===== config.mk =====
export PLATFORM = sky130hd
export DESIGN_NAME = io_mem_loader
export DESIGN_NICKNAME = d
export VERILOG_FILES = /design/src/rtl/io_mem_loader_pkg.sv /design/src/rtl/io_mem_loader.sv
export SDC_FILE = /design/constraint.sdc
export NUM_CORES = 1
export LEC_CHECK = 0
export CORE_MARGIN = 5
export CORE_UTILIZATION = 56
export DETAILED_ROUTE_END_ITERATION = 7
export PLACE_DENSITY = 0.94
export SYNTH_ARGS = -nofsm -noshare
export SYNTH_HDL_FRONTEND = slang
export SYNTH_SLANG_ARGS = --single-unit

===== constraint.sdc =====
create_clock -name CLK -period 6.45 [get_ports CLK]
set_input_delay 1.29 -clock CLK [delete_from_list [all_inputs] [get_ports CLK]]
set_output_delay 1.29 -clock CLK [all_outputs]
set_load 0.02 [all_outputs]

===== src/rtl/io_mem_loader_pkg.sv =====
// Shared types and widths for the IO-side memory loader/dumper.
// Also holds the start-range check used when a transfer is requested.
package io_mem_loader_pkg;

    localparam int BYTE_W = 8;
    localparam int WORD_W = 16;

    typedef enum logic [2:0] {
        IDLE  = 3'd0,
        LD_HI = 3'd1,
        LD_LO = 3'd2,
        LD_WR = 3'd3,
        DP_RD = 3'd4,
        DP_HI = 3'd5,
        DP_LO = 3'd6,
        FIN   = 3'd7
    } state_t;

    // 17-bit sum so BASE+LEN cannot wrap before the compare.
    function automatic logic range_bad(input logic [WORD_W-1:0] base,
                                       input logic [WORD_W-1:0] len,
                                       input logic [WORD_W:0]   limit);
        return ({1'b0, base} + {1'b0, len}) > limit;
    endfunction

endpackage


===== src/rtl/io_mem_loader.sv =====
// IO-side DMA stage: loads a byte stream into memory words, or dumps words as bytes.
// Every output is a register; the combinational block computes their next values.
module io_mem_loader
    import io_mem_loader_pkg::*;
#(
    parameter int MEM_SIZE = 200
) (
    input  logic              CLK,
    input  logic              RST,
    input  logic              START_LOAD,
    input  logic              START_DUMP,
    input  logic [WORD_W-1:0] BASE,
    input  logic [WORD_W-1:0] LEN,
    input  logic [BYTE_W-1:0] RX_DATA,
    input  logic              RX_VALID,
    output logic              RX_READY,
    output logic [BYTE_W-1:0] TX_DATA,
    output logic              TX_VALID,
    input  logic              TX_READY,
    output logic [WORD_W-1:0] RADDR_IO,
    input  logic [WORD_W-1:0] DATA_OUT_IO,
    output logic [WORD_W-1:0] WADDR_IO,
    output logic [WORD_W-1:0] DATA_IN_IO,
    output logic              MW_IO_ON,
    output logic              BUSY,
    output logic              DONE,
    output logic              ERR
);

    localparam logic [WORD_W:0] LIMIT = (WORD_W+1)'(MEM_SIZE);

    state_t            state, state_n;
    logic [WORD_W-1:0] addr, addr_n;
    logic [WORD_W-1:0] remaining, remaining_n;
    logic [WORD_W-1:0] word, word_n;

    logic              rx_ready_n, tx_valid_n, mw_n, busy_n, done_n, err_n;
    logic [BYTE_W-1:0] tx_data_n;
    logic [WORD_W-1:0] raddr_n, waddr_n, data_in_n;

    logic rx_fire, tx_fire, last_word;

    assign rx_fire   = RX_VALID && RX_READY;
    assign tx_fire   = TX_VALID && TX_READY;
    assign last_word = (remaining == WORD_W'(1));

    always_ff @(posedge CLK) begin
        if (RST) begin
            state      <= IDLE;
            addr       <= '0;
            remaining  <= '0;
            word       <= '0;
            RX_READY   <= 1'b0;
            TX_VALID   <= 1'b0;
            TX_DATA    <= '0;
            RADDR_IO   <= '0;
            WADDR_IO   <= '0;
            DATA_IN_IO <= '0;
            MW_IO_ON   <= 1'b0;
            BUSY       <= 1'b0;
            DONE       <= 1'b0;
            ERR        <= 1'b0;
        end else begin
            state      <= state_n;
            addr       <= addr_n;
            remaining  <= remaining_n;
            word       <= word_n;
            RX_READY   <= rx_ready_n;
            TX_VALID   <= tx_valid_n;
            TX_DATA    <= tx_data_n;
            RADDR_IO   <= raddr_n;
            WADDR_IO   <= waddr_n;
            DATA_IN_IO <= data_in_n;
            MW_IO_ON   <= mw_n;
            BUSY       <= busy_n;
            DONE       <= done_n;
            ERR        <= err_n;
        end
    end

    always_comb begin
        state_n     = state;
        addr_n      = addr;
        remaining_n = remaining;
        word_n      = word;
        rx_ready_n  = RX_READY;
        tx_valid_n  = TX_VALID;
        tx_data_n   = TX_DATA;
        raddr_n     = RADDR_IO;
        waddr_n     = WADDR_IO;
        data_in_n   = DATA_IN_IO;
        mw_n        = 1'b0;
        busy_n      = BUSY;
        done_n      = 1'b0;
        err_n       = 1'b0;

        case (state)
            IDLE: begin
                if (START_LOAD || START_DUMP) begin
                    addr_n      = BASE;
                    remaining_n = LEN;
                    if (range_bad(BASE, LEN, LIMIT)) begin
                        err_n = 1'b1;
                    end else if (LEN == '0) begin
                        state_n = FIN;
                        done_n  = 1'b1;
                    end else if (START_LOAD) begin
                        state_n    = LD_HI;
                        rx_ready_n = 1'b1;
                        busy_n     = 1'b1;
                    end else begin
                        state_n = DP_RD;
                        raddr_n = BASE;
                        busy_n  = 1'b1;
                    end
                end
            end

            LD_HI: begin
                if (rx_fire) begin
                    word_n[WORD_W-1:BYTE_W] = RX_DATA;
                    state_n                 = LD_LO;
                end
            end

            // Write strobe and address are registered here so they are
            // already stable when the memory captures on the falling edge.
            LD_LO: begin
                if (rx_fire) begin
                    word_n[BYTE_W-1:0] = RX_DATA;
                    state_n            = LD_WR;
                    rx_ready_n         = 1'b0;
                    mw_n               = 1'b1;
                    waddr_n            = addr;
                    data_in_n          = {word[WORD_W-1:BYTE_W], RX_DATA};
                end
            end

            LD_WR: begin
                addr_n      = addr + WORD_W'(1);
                remaining_n = remaining - WORD_W'(1);
                if (last_word) begin
                    state_n = FIN;
                    done_n  = 1'b1;
                    busy_n  = 1'b0;
                end else begin
                    state_n    = LD_HI;
                    rx_ready_n = 1'b1;
                end
            end

            DP_RD: begin
                word_n     = DATA_OUT_IO;
                tx_data_n  = DATA_OUT_IO[WORD_W-1:BYTE_W];
                tx_valid_n = 1'b1;
                state_n    = DP_HI;
            end

            DP_HI: begin
                if (tx_fire) begin
                    tx_data_n = word[BYTE_W-1:0];
                    state_n   = DP_LO;
                end
            end

            DP_LO: begin
                if (tx_fire) begin
                    addr_n      = addr + WORD_W'(1);
                    remaining_n = remaining - WORD_W'(1);
                    tx_valid_n  = 1'b0;
                    if (last_word) begin
                        state_n = FIN;
                        done_n  = 1'b1;
                        busy_n  = 1'b0;
                    end else begin
                        state_n = DP_RD;
                        raddr_n = addr + WORD_W'(1);
                    end
                end
            end

            FIN: begin
                state_n = IDLE;
            end

            default: begin
                state_n = IDLE;
            end
        endcase
    end

endmodule


; ---- After elaboration in Yosys (flattened, before gate mapping)
; Index checks and enable logic that the tools add are counted.
[word_totals]
wordCells = 117
inputBits = 62
output_inout_bits = 62
register_bits = 113
[op_classes]
eq_ne = 19
n_lt_le_gt_ge = 1
bitwise = 3
n_addsub = 3
n_reduce_logical = 24
n_mux = 52
[op_table]
columns = cell, n
row1 = 16-bit 2-to-1 mux, 10
row2 = 16-bit one-hot mux with 3 select lines, 2
row3 = 8-bit one-hot mux with 2 select lines, 3
row4 = 16-bit one-hot mux with 2 select lines, 1
row5 = 3-bit 2-to-1 mux, 9
row6 = 3-bit one-hot mux with 8 select lines, 1
row7 = 2-bit != test (second input constant), 11
row8 = 1-bit 2-to-1 mux, 19
row9 = 16-bit by 16-bit adder with 17-bit output, 1
row10 = 17-bit by 8-bit greater-than comparator with 1-bit output (second input constant), 1
row11 = 16-bit by 1-bit adder with 16-bit output (second input constant), 1
row12 = 16-bit by 1-bit equality test with 1-bit output (second input constant), 1
row13 = 16-bit logical NOT, 1
row14 = 8-bit 2-to-1 mux, 2
row15 = 16-bit by 1-bit subtractor with 16-bit output (second input constant), 1
row16 = 7-bit AND reduction, 2
row17 = 3-bit equality test (second input constant), 4
row18 = 2-bit AND reduction, 5
row19 = 2-bit nonzero test, 5
row20 = 1-bit one-hot mux with 3 select lines, 3
row21 = 3-bit by 2-bit equality test with 1-bit output (second input constant), 2
row22 = 6-bit AND reduction, 1
row23 = 3-bit nonzero test, 2
row24 = 5-bit AND reduction, 1
row25 = other kinds (10), 13

; ---- Longest topological paths before layout
; Gate-level depths: netlist of the first run.
[logic_depth]
ltp_word = 5
depth_mapped = 12
depth_no_buf = 10

; ---- Worst setup path before layout of the first run
; No wires, ideal clock.
[synth_path]
path_type = input to register
startpoint = input BASE[0]
endpoint = register RADDR_IO[10]
setup_time_ns = 0.071
n_path_buf = 2
arrival_time_ns = 3.617
stages = 12
required_time_ns = 6.379
slack_ns = 2.763
path_cell_list = ha_1 fa_1 a211oi_1 o211ai_1 a21o_1 a221oi_1 o211a_1 and4_4 buf_6 buf_8 o21ai_1 a21oi_1
[synth_via]
elab_chain_cells = 4
[synth_rtl]
columns = element, line_no
row1 = start: declaration, io_mem_loader.sv:12  ; input logic [WORD_W-1:0] BASE,
row2 = 16-bit by 16-bit adder with 17-bit output, io_mem_loader_pkg.sv:23  ; return ({1'b0, base} + {1'b0, len}) > limit;
row3 = 17-bit by 8-bit greater-than comparator with 1-bit output, io_mem_loader_pkg.sv:23
row4 = 2-bit != test (no line), -
row5 = 7-bit AND reduction (no line), -
row6 = end signal: assignment, io_mem_loader.sv:71  ; RADDR_IO <= raddr_n;
row7 = end: declaration, io_mem_loader.sv:20  ; output logic [WORD_W-1:0] RADDR_IO,
; Every way passes these cells.
; A chain may end at the register's enable or synchronous reset.

; ---- Final worst setup path of the first run
[layout_path]
startpoint = input BASE[0]
endpoint = register RADDR_IO[0]
[layout_via]
elab_chain_cells = 5
elab_cells_between_ends = 9
classes_between = 1 x add/sub / 1 x order compare / 1 x eq/ne / 5 x mux / 1 x reduce/logical
[layout_rtl]
columns = element
row1 = "parallel branches: the longest is 5 deep, another holds 16-bit by 16-bit adder with 17-bit output"
; Parallel ways; which one is timed is not known. The select of a mux whose other input is x is not followed.

==> summary.md, run 1 <==
The tools report the buffer type at the clock tree root as sky130_fd_sc_hd__clkbuf_8. The total overflow reported by the global router was 0; the area of the mapped netlist was 6233 um2. The global-route wire length before repair was 31.83 mm. In the synthesized netlist, the cells that appear most often are sky130_fd_sc_hd__nand2_1 (146), sky130_fd_sc_hd__dfxtp_1 (113), sky130_fd_sc_hd__nor2_1 (103). The area added between synthesis and finish is 28.56%. In this run the critical register-to-register path is launched from state[2]. At the pin with the least slew margin, the transition time is 1260 ps. In this run, CTS created clock tree buffers numbering 17. The tools report the count of non-filler cells in the finished layout as 1079. The core region is 10890 um2. Of the cells placed in the final design, the portion with a size suffix greater than 1 is 4.686%.

The clock sink total was 113; the number of gates resized after CTS was 0. The routability congestion estimate was 0.9631; the via count of the first global-routing pass was 6262. The first detailed-routing pass ran for 6 iterations.

VDD sags by at most 0.1784 mV. The layer with the highest usage after global routing was met2. For the routed wire length, the log shows 20.15 mm. The nature of the critical path endpoint is a register. Setup repair after global routing left no endpoint under its margin. Across every metal layer, demand over resource in global routing totals 29.94%. For the worst-skew pair later-pin latency, the log shows 530 ps. The critical path starts at BASE[0]. In this run the most critical hold path is launched from DATA_IN_IO[5]. The number of different library cells in the post-synthesis netlist was 53. The total half-perimeter wirelength after legalization and detailed placement is 13.79 mm, and the area of placed instances is 7430 um2. Summed over all failing endpoints, the final setup total negative slack is 0 ps.

The cell count after synthesis came out at 838. The type of the worst min-delay path was reg2reg. The number of I/O port buffers was 123; the area of all placed cells without fillers was 8014 um2. Among all cell types in the netlist, the one instantiated most often is sky130_fd_sc_hd__nand2_1.

Async set-or-reset flop fraction in the synthesized netlist: 0%. The run gives 2 as the worst-case clock buffer depth. TritonCTS built the clock tree.

The number of antenna diodes in the final layout is 0. The total leakage power came out at 0.002940 uW. After the first detailed-routing iteration, the DRC count stood at 893. Summing the sequential cell areas from Yosys gives 36.29% of the chip area. By startpoint and endpoint, the worst setup path is classified as in2reg.

The tools report the number of synthesis warnings as 0. The final route contains 6757 vias. The number of hold violations in the final report was 0. The logs give 0 for the number of antenna violations at the first check in global routing and 5.744% for the global-route track usage on met3. The die width is 115.5 um. The die is 115.5 um tall.

During I/O placement, the number of pins put on the boundary was 124. The number of vias per cell after detailed routing is 6.262, and the number of buffers inserted by hold repair at cts is 0. The flow ran to the end, and the final reports show no timing, DRC or antenna violations. The net count of the finished layout is 1008. The synthesized design contains 113 register bits. Measured against its own limit, the worst slew margin works out to 16.03%. In this run the core area contains 38 standard-cell rows. The number of nets in the synthesized netlist is 920.

The run gives 37.31% as the met1 usage. In this run the remaining antenna-violating nets after routing total 0. In this run, placement finished with an instance count of 1047. A synthesized cell averages 7.439 um2. STA puts the critical path data required time at 6820 ps.

By area the synthesized netlist is led by sky130_fd_sc_hd__dfxtp_1 (36%), sky130_fd_sc_hd__nand2_1 (8.8%), sky130_fd_sc_hd__a21oi_1 (7.8%), sky130_fd_sc_hd__nor2_1 (6.2%), sky130_fd_sc_hd__o21ai_0 (4.0%). The met2 track demand over resource came out at 48.73%. Initial core utilization: 57.25%. Count of maximum capacitance violations: 0. The number of flops mapped to enable cells by yosys was 0; the number of pins with negative max-slew slack in the final report was 0. The worst setup path is launched from an input pin. The floorplan step defined a die boundary enclosing 13340 um2.

Data arrives at the worst endpoint at 4860 ps. The filler cells instantiated in the layout total 778. After detailed routing, the number of remaining DRC violations is 0. The top cell type by area accounts for 36.29% of the synthesized area.

The final critical path takes up 69.56% of the cycle. Dividing total power by cell area gives a power density of 236.2 nW/um2. Entering global routing, the biggest net connects 68 pins. The clock slew at the register clock pins of the worst setup and hold paths came out at 60 ps. The detailed-route wire length per cell works out to 18.68 um.

Buffers added to address setup during post-CTS repair amount to 0. The smallest clock period supported by the final layout is computed as 4487 ps. Setup violations remaining at the end of the flow were counted as 0.

The peak clock frequency supported by timing is 222.9 MHz. For this run, the leading register cell type out of synthesis is sky130_fd_sc_hd__dfxtp_1. The highest fanout seen on the critical path is 11, and the H-tree depth is 4. The biggest area contributor in the post-synthesis netlist is sky130_fd_sc_hd__dfxtp_1.

The run gives 7.474 ps as the clock skew.
-- power breakdown --
part	total [uW]	internal, uW	switching, uW
Combinational	228	99.8	128
Sequential	732	713	19.6
Clock	932	588	344
Total	1890	1400	492
-- layout by cell type, fill, tap and decap left out, types with 5 or more instances in the layout --
master,n
sky130_fd_sc_hd__dfxtp_1,113
sky130_fd_sc_hd__a222oi_1,8
sky130_fd_sc_hd__clkdlybuf4s50_1,122
sky130_fd_sc_hd__ha_1,19
sky130_fd_sc_hd__a22oi_1,9
sky130_fd_sc_hd__buf_4,6
sky130_fd_sc_hd__nor3_1,18
sky130_fd_sc_hd__xor2_1,12
sky130_fd_sc_hd__nand3_1,29
sky130_fd_sc_hd__or3_1,5
sky130_fd_sc_hd__clkbuf_16,16
sky130_fd_sc_hd__a311oi_1,11
sky130_fd_sc_hd__xnor2_1,12
sky130_fd_sc_hd__nor2_1,103
sky130_fd_sc_hd__mux2i_1,8
sky130_fd_sc_hd__o21ai_1,15
sky130_fd_sc_hd__nand2b_1,5
sky130_fd_sc_hd__nor4_1,8
sky130_fd_sc_hd__inv_1,7
sky130_fd_sc_hd__and3_1,5
sky130_fd_sc_hd__a21oi_1,97
sky130_fd_sc_hd__o21ai_0,50
sky130_fd_sc_hd__and2_1,5
sky130_fd_sc_hd__nand2_1,146
sky130_fd_sc_hd__a211oi_1,29
sky130_fd_sc_hd__o211ai_1,10
-- routing by layer --
layer  vias up  wire, um
li1       3192         -
met1      3092      7792
met2       397      9693
met3        76      1733
met4         0       933
met5         -         0
-- critical path, cell delays in order --
cell and delay, ps:
sky130_fd_sc_hd__clkdlybuf4s50_1 450, sky130_fd_sc_hd__ha_1 260, sky130_fd_sc_hd__fa_1 420, sky130_fd_sc_hd__a211oi_1 400
sky130_fd_sc_hd__o211ai_1 250, sky130_fd_sc_hd__a21o_1 230, sky130_fd_sc_hd__a221oi_1 290, sky130_fd_sc_hd__o211a_1 270
sky130_fd_sc_hd__nand4_1 460, sky130_fd_sc_hd__nand2_1 410, sky130_fd_sc_hd__a211oi_1 130
-- cell families (layout without fill, tap and decap cells) --
family | after synthesis | after routing | share of synthesized area (%)
xor gates and xnor gates | 24 | 24 | 3.372
muxes | 8 | 8 | 1.285
buffers and inverters | 66 | 167 | 4.436
DFF | 113 | 113 | 36.29
adders and majority gates | 20 | 20 | 4.135
and+or+nand+nor | 344 | 344 | 24.43
AOI/OAI and AO/OA | 263 | 263 | 26.05
-- metrics by stage --
stage               hold WS (ps)  power, uW  util, %  worst slack, ps
detailed placement         446.7      966.1    68.24             1642
CTS                        454.4       1888    73.60             2141
global route               478.7       1954    73.60             1950
floorplan                  431.4      878.0        -             2763
finish                     455.4       1893    73.60             1963
global placement           442.8      963.5    68.24             1733
-- final timing paths --
kind,cells after the start,endpoint,slack [ps]
hold reg to reg,2,DATA_IN_IO[5],460
setup / recovery,11,RADDR_IO[0],1960
setup reg to reg,7,RADDR_IO[0],2780
hold / removal,2,DATA_IN_IO[5],460
-- registers in the layout, indices dropped and copies added, names as in the netlist, 3 cells and up --
name,cells
addr,16
RADDR_IO,16
remaining,16
TX_DATA,8
state,3
word,16
WADDR_IO,16
DATA_IN_IO,16
-- layout make-up --
type | count | area, um2 | area share [%]
timing repair buffer | 128 | 1266 | 15.80
sequential | 113 | 2262 | 28.23
multi-input combinational | 659 | 3700 | 46.17
clock inverter | 13 | 162.7 | 2.030
inverter | 7 | 26.28 | 0.3279
clock buffer | 19 | 421.7 | 5.262
tap | 140 | 175.2 | 2.186
Power figures use the tool's default switching activity.
==> inputs of run 2 (changes only) <==
- CORE_UTILIZATION: 56 -> 52
- PLACE_DENSITY: 0.94 -> 0.88
- clock period: 6.45 -> 4.7 ns (I/O delays scaled with it)
==> run 2 against run 1 <==
Final cell count increased by 0.83%. Setup slack got worse by 1000 ps. Worst hold slack got worse by 2.5 ps. Register-to-register slack got worse by 1400 ps. Clock power increased by 47%. Largest power group unchanged.
==> summary.md, run 2 (synthesis results as in run 1) <==
The run gives 0 ps (unchanged) as the setup TNS. Walking the worst path, the cells encountered are clkdlybuf4s50_1, ha_1, fa_1, a211oi_1, o211ai_1, a21o_1, a221oi_1, o211a_1, and4_4, nor3_1, a311oi_1. For the area of placed instances, the log shows 7453 um2 (+0.32%). The startpoint identified for the worst register-to-register timing path is state[2].

The measured slew at the worst slew-check pin was 1226 ps (-33.74 ps); the total leakage power was 0.002970 uW (+1.0%). The routed design could run at a clock period as short as 3746 ps. The run gives 0 (unchanged) as the number of setup buffers added after CTS. The arrival time of the worst setup path was 4070 ps (-790 ps). For the clock skew, the log shows 7.665 ps (+0.1917 ps).

The area growth from synthesis to layout is 29.63%. The run gives 17 (unchanged) as the total clock buffers created by CTS. The logs give 4 (unchanged) for the H-tree depth and 0 (unchanged) for the count of inserted antenna diode cells.

The count of maximum capacitance violations is 0 (unchanged). Setup repair after global routing left no endpoint under its margin. The highest fanout seen on the critical path is 16 (+5). The number of pins with negative max-slew slack in the final report was 0 (unchanged); the normalized max-slew margin was 18.28% (+2.2 points). The routed wire length is 19.67 mm (-2.4%). For the routability congestion estimate, the log shows 1.018 (+5.7%). The count of vias placed by the detailed router is 6737 (-0.30%). The via count of the first global-routing pass was 6180 (-1.3%); the longest individual stage delay on the worst path was 450 ps (about the same).

The floorplan die height is 119.5 um (+3.4%). The run gives 13.72 mm (-0.52%) as the total half-perimeter wirelength after legalization and detailed placement. The peak supply drop came out at 0.2688 mV (+51%).

The area of all placed cells without fillers was 8080 um2 (+0.83%). The required time of the worst setup path was 5020 ps (-1800 ps). For the final count of negative-setup-slack endpoints, the log shows 0 (unchanged).

The largest individual stage delay along the critical path comes from the cell sky130_fd_sc_hd__clkdlybuf4s50_1. For the core occupancy in the finished layout, the log shows 68.12% (-5.5 points). The start point of the worst hold path is word[8]. Cell count after placement: 1056 (+0.86%). The maximum number of pins on one net before global-route repair is 85 (+25%). The number of hold violations in the final report is 0 (unchanged). The worst hold path terminates at DATA_IN_IO[8]. The run gives 124 (unchanged) as the total I/O pin count.

The total power is 2684 uW (+42%), and the layout net count is 1010 (+0.20%). The worst path buffer plus inverter count is 1 (unchanged), and the footprint of the multi-input gates is 3700 um2 (unchanged). The worst reg-to-reg path cell count came out at 7 (unchanged). The tools report the sequential cell area as 2262 um2 (unchanged). The final critical path takes up 79.70% of the cycle. Nature of the critical path endpoint: a register. Category of cells accounting for the largest share of critical-path delay: compound AO/OA/AOI/OAI gates.

The number of gates resized after CTS was 0 (unchanged). The detailed-route wire length per cell was 18.08 um (-3.2%). Number of vias per cell after detailed routing: 6.192 (-1.1%). The share of post-route cells with drive strength above 1 was 4.995% (+0.31 points); the number of standard-cell rows in the floorplan was 40 (+5.3%). Kind of start point of the critical path: an input pin.

The endpoint identified for the worst register-to-register timing path is RADDR_IO[1]. In the layout the commonest cells are sky130_fd_sc_hd__nand2_1 (146), sky130_fd_sc_hd__clkdlybuf4s50_1 (122), sky130_fd_sc_hd__dfxtp_1 (113), sky130_fd_sc_hd__nor2_1 (103), sky130_fd_sc_hd__a21oi_1 (97). The overall die area was 14280 um2 (+7.0%). Clock tree synthesis selected as its root buffer the cell sky130_fd_sc_hd__clkbuf_16. The clock slew at the register clock pins of the worst setup and hold paths is 60 ps (about the same), and the residual DRC count is 0 (unchanged). The worst hold path cell count was 2 (unchanged); the worst-skew pair later-pin latency was 420 ps (-110 ps). The power density over cell area came out at 332.2 nW/um2 (+41%).

The critical path starts at BASE[0]. The tools report the worst-case clock buffer depth as 2 (unchanged). The count of non-filler cells in the finished layout is 1088 (+0.83%). The total overflow reported by the global router was 0 (unchanged). The most common cell after layout, fill and taps aside was sky130_fd_sc_hd__nand2_1.

The number of I/O port buffers was 123 (unchanged); the number of antenna violations at the first check in global routing was 0 (unchanged). The run finished with clean final reports. The die width works out to 119.5 um (+3.4%).

The core region area was 11860 um2 (+8.9%). The logs give 52.55% (-4.7 points) for the initial core utilization and 113 (unchanged) for the clock sink total. The tools report the global routing usage summed across all routing layers as 26.84% (-3.1 points). TritonCTS built the clock tree. The detailed-routing iteration count for the pre-antenna-repair pass is 5 (-1), and the global-route wire length before repair is 31.06 mm (-2.4%). The path type of the worst setup path is in2reg. In this run the worst hold path is classified as reg2reg. The register-to-register path setup slack is 1410 ps (-1370 ps). The number of buffers inserted by hold repair at cts is 0 (unchanged). The count of routing violations after the opening detailed-route iteration came out at 824 (-7.7%). For the peak clock frequency supported by timing, the log shows 266.9 MHz. The tools report the filler cell count in the final layout as 944 (+21%).

The post-detailed-route count of antenna-violating nets is 0 (unchanged).
## run 2: cell count changes in the layout (fill, tap and decap cells not counted)
cell,before,now
sky130_fd_sc_hd__buf_4,6,8
sky130_fd_sc_hd__bufinv_16,3,4
sky130_fd_sc_hd__inv_6,1,2
sky130_fd_sc_hd__clkbuf_16,16,17
sky130_fd_sc_hd__clkinv_4,3,1
sky130_fd_sc_hd__clkbuf_1,2,1
## run 2: final cells by class
class | instances | share of cell area (%)
Clock inverter | 13 | 2.276
Timing Repair Buffer | 130 | 15.86
Multi-Input combinational cell | 659 | 45.79
Inverter | 7 | 0.3252
Clock buffer | 19 | 5.482
Sequential cell | 113 | 28.00
Tap cell | 147 | 2.276
## run 2: how the worst max path moves through the flow
stage | to | cells after the start | slack, ps
2_1_floorplan | RADDR_IO[10] | 12 | 1360
3_3_place_gp | RADDR_IO[1] | 11 | 670
3_5_place_dp | RADDR_IO[1] | 11 | 630
4_1_cts | RADDR_IO[1] | 11 | 1030
5_1_grt | RADDR_IO[1] | 11 | 760
6_report | RADDR_IO[1] | 11 | 950
## run 2: worst register-to-register path, cell delays in order (launching register included)
cell and delay, ps:
sky130_fd_sc_hd__dfxtp_1 580, sky130_fd_sc_hd__nor2b_1 360, sky130_fd_sc_hd__and2_0 660, sky130_fd_sc_hd__and3_1 660, sky130_fd_sc_hd__o211a_1 270, sky130_fd_sc_hd__and4_4 350
sky130_fd_sc_hd__nor3_1 70, sky130_fd_sc_hd__a311oi_1 260
## run 2: where the power goes
part | total [uW] | leakage, uW | internal, uW | switching (uW)
registers | 1000 | 0.000918 | 978 | 26.0
clock network | 1370 | 0.000300 | 901 | 468
logic | 310 | 0.00175 | 137 | 173
## run 2: metrics by stage
step | setup slack, ps | hold slack (ps)
after global routing | 763.2 | 470.6
final | 953.9 | 452.9
after CTS | 1032 | 456.2
after detailed placement | 626.3 | 445.9
after floorplan | 1363 | 431.4
after global placement | 673.0 | 440.8
## run 2: routing by layer
layer | GRT usage (%) | vias to the layer above | share of wire (%) | wire length [um]
li1 | - | 3192 | - | -
met1 | 33.03 | 3091 | 40 | 7771
met2 | 43.22 | 382 | 47 | 9283
met3 | 6.125 | 72 | 7.9 | 1555
met4 | 15.10 | 0 | 5.4 | 1063
met5 | 0 | - | 0 | 0
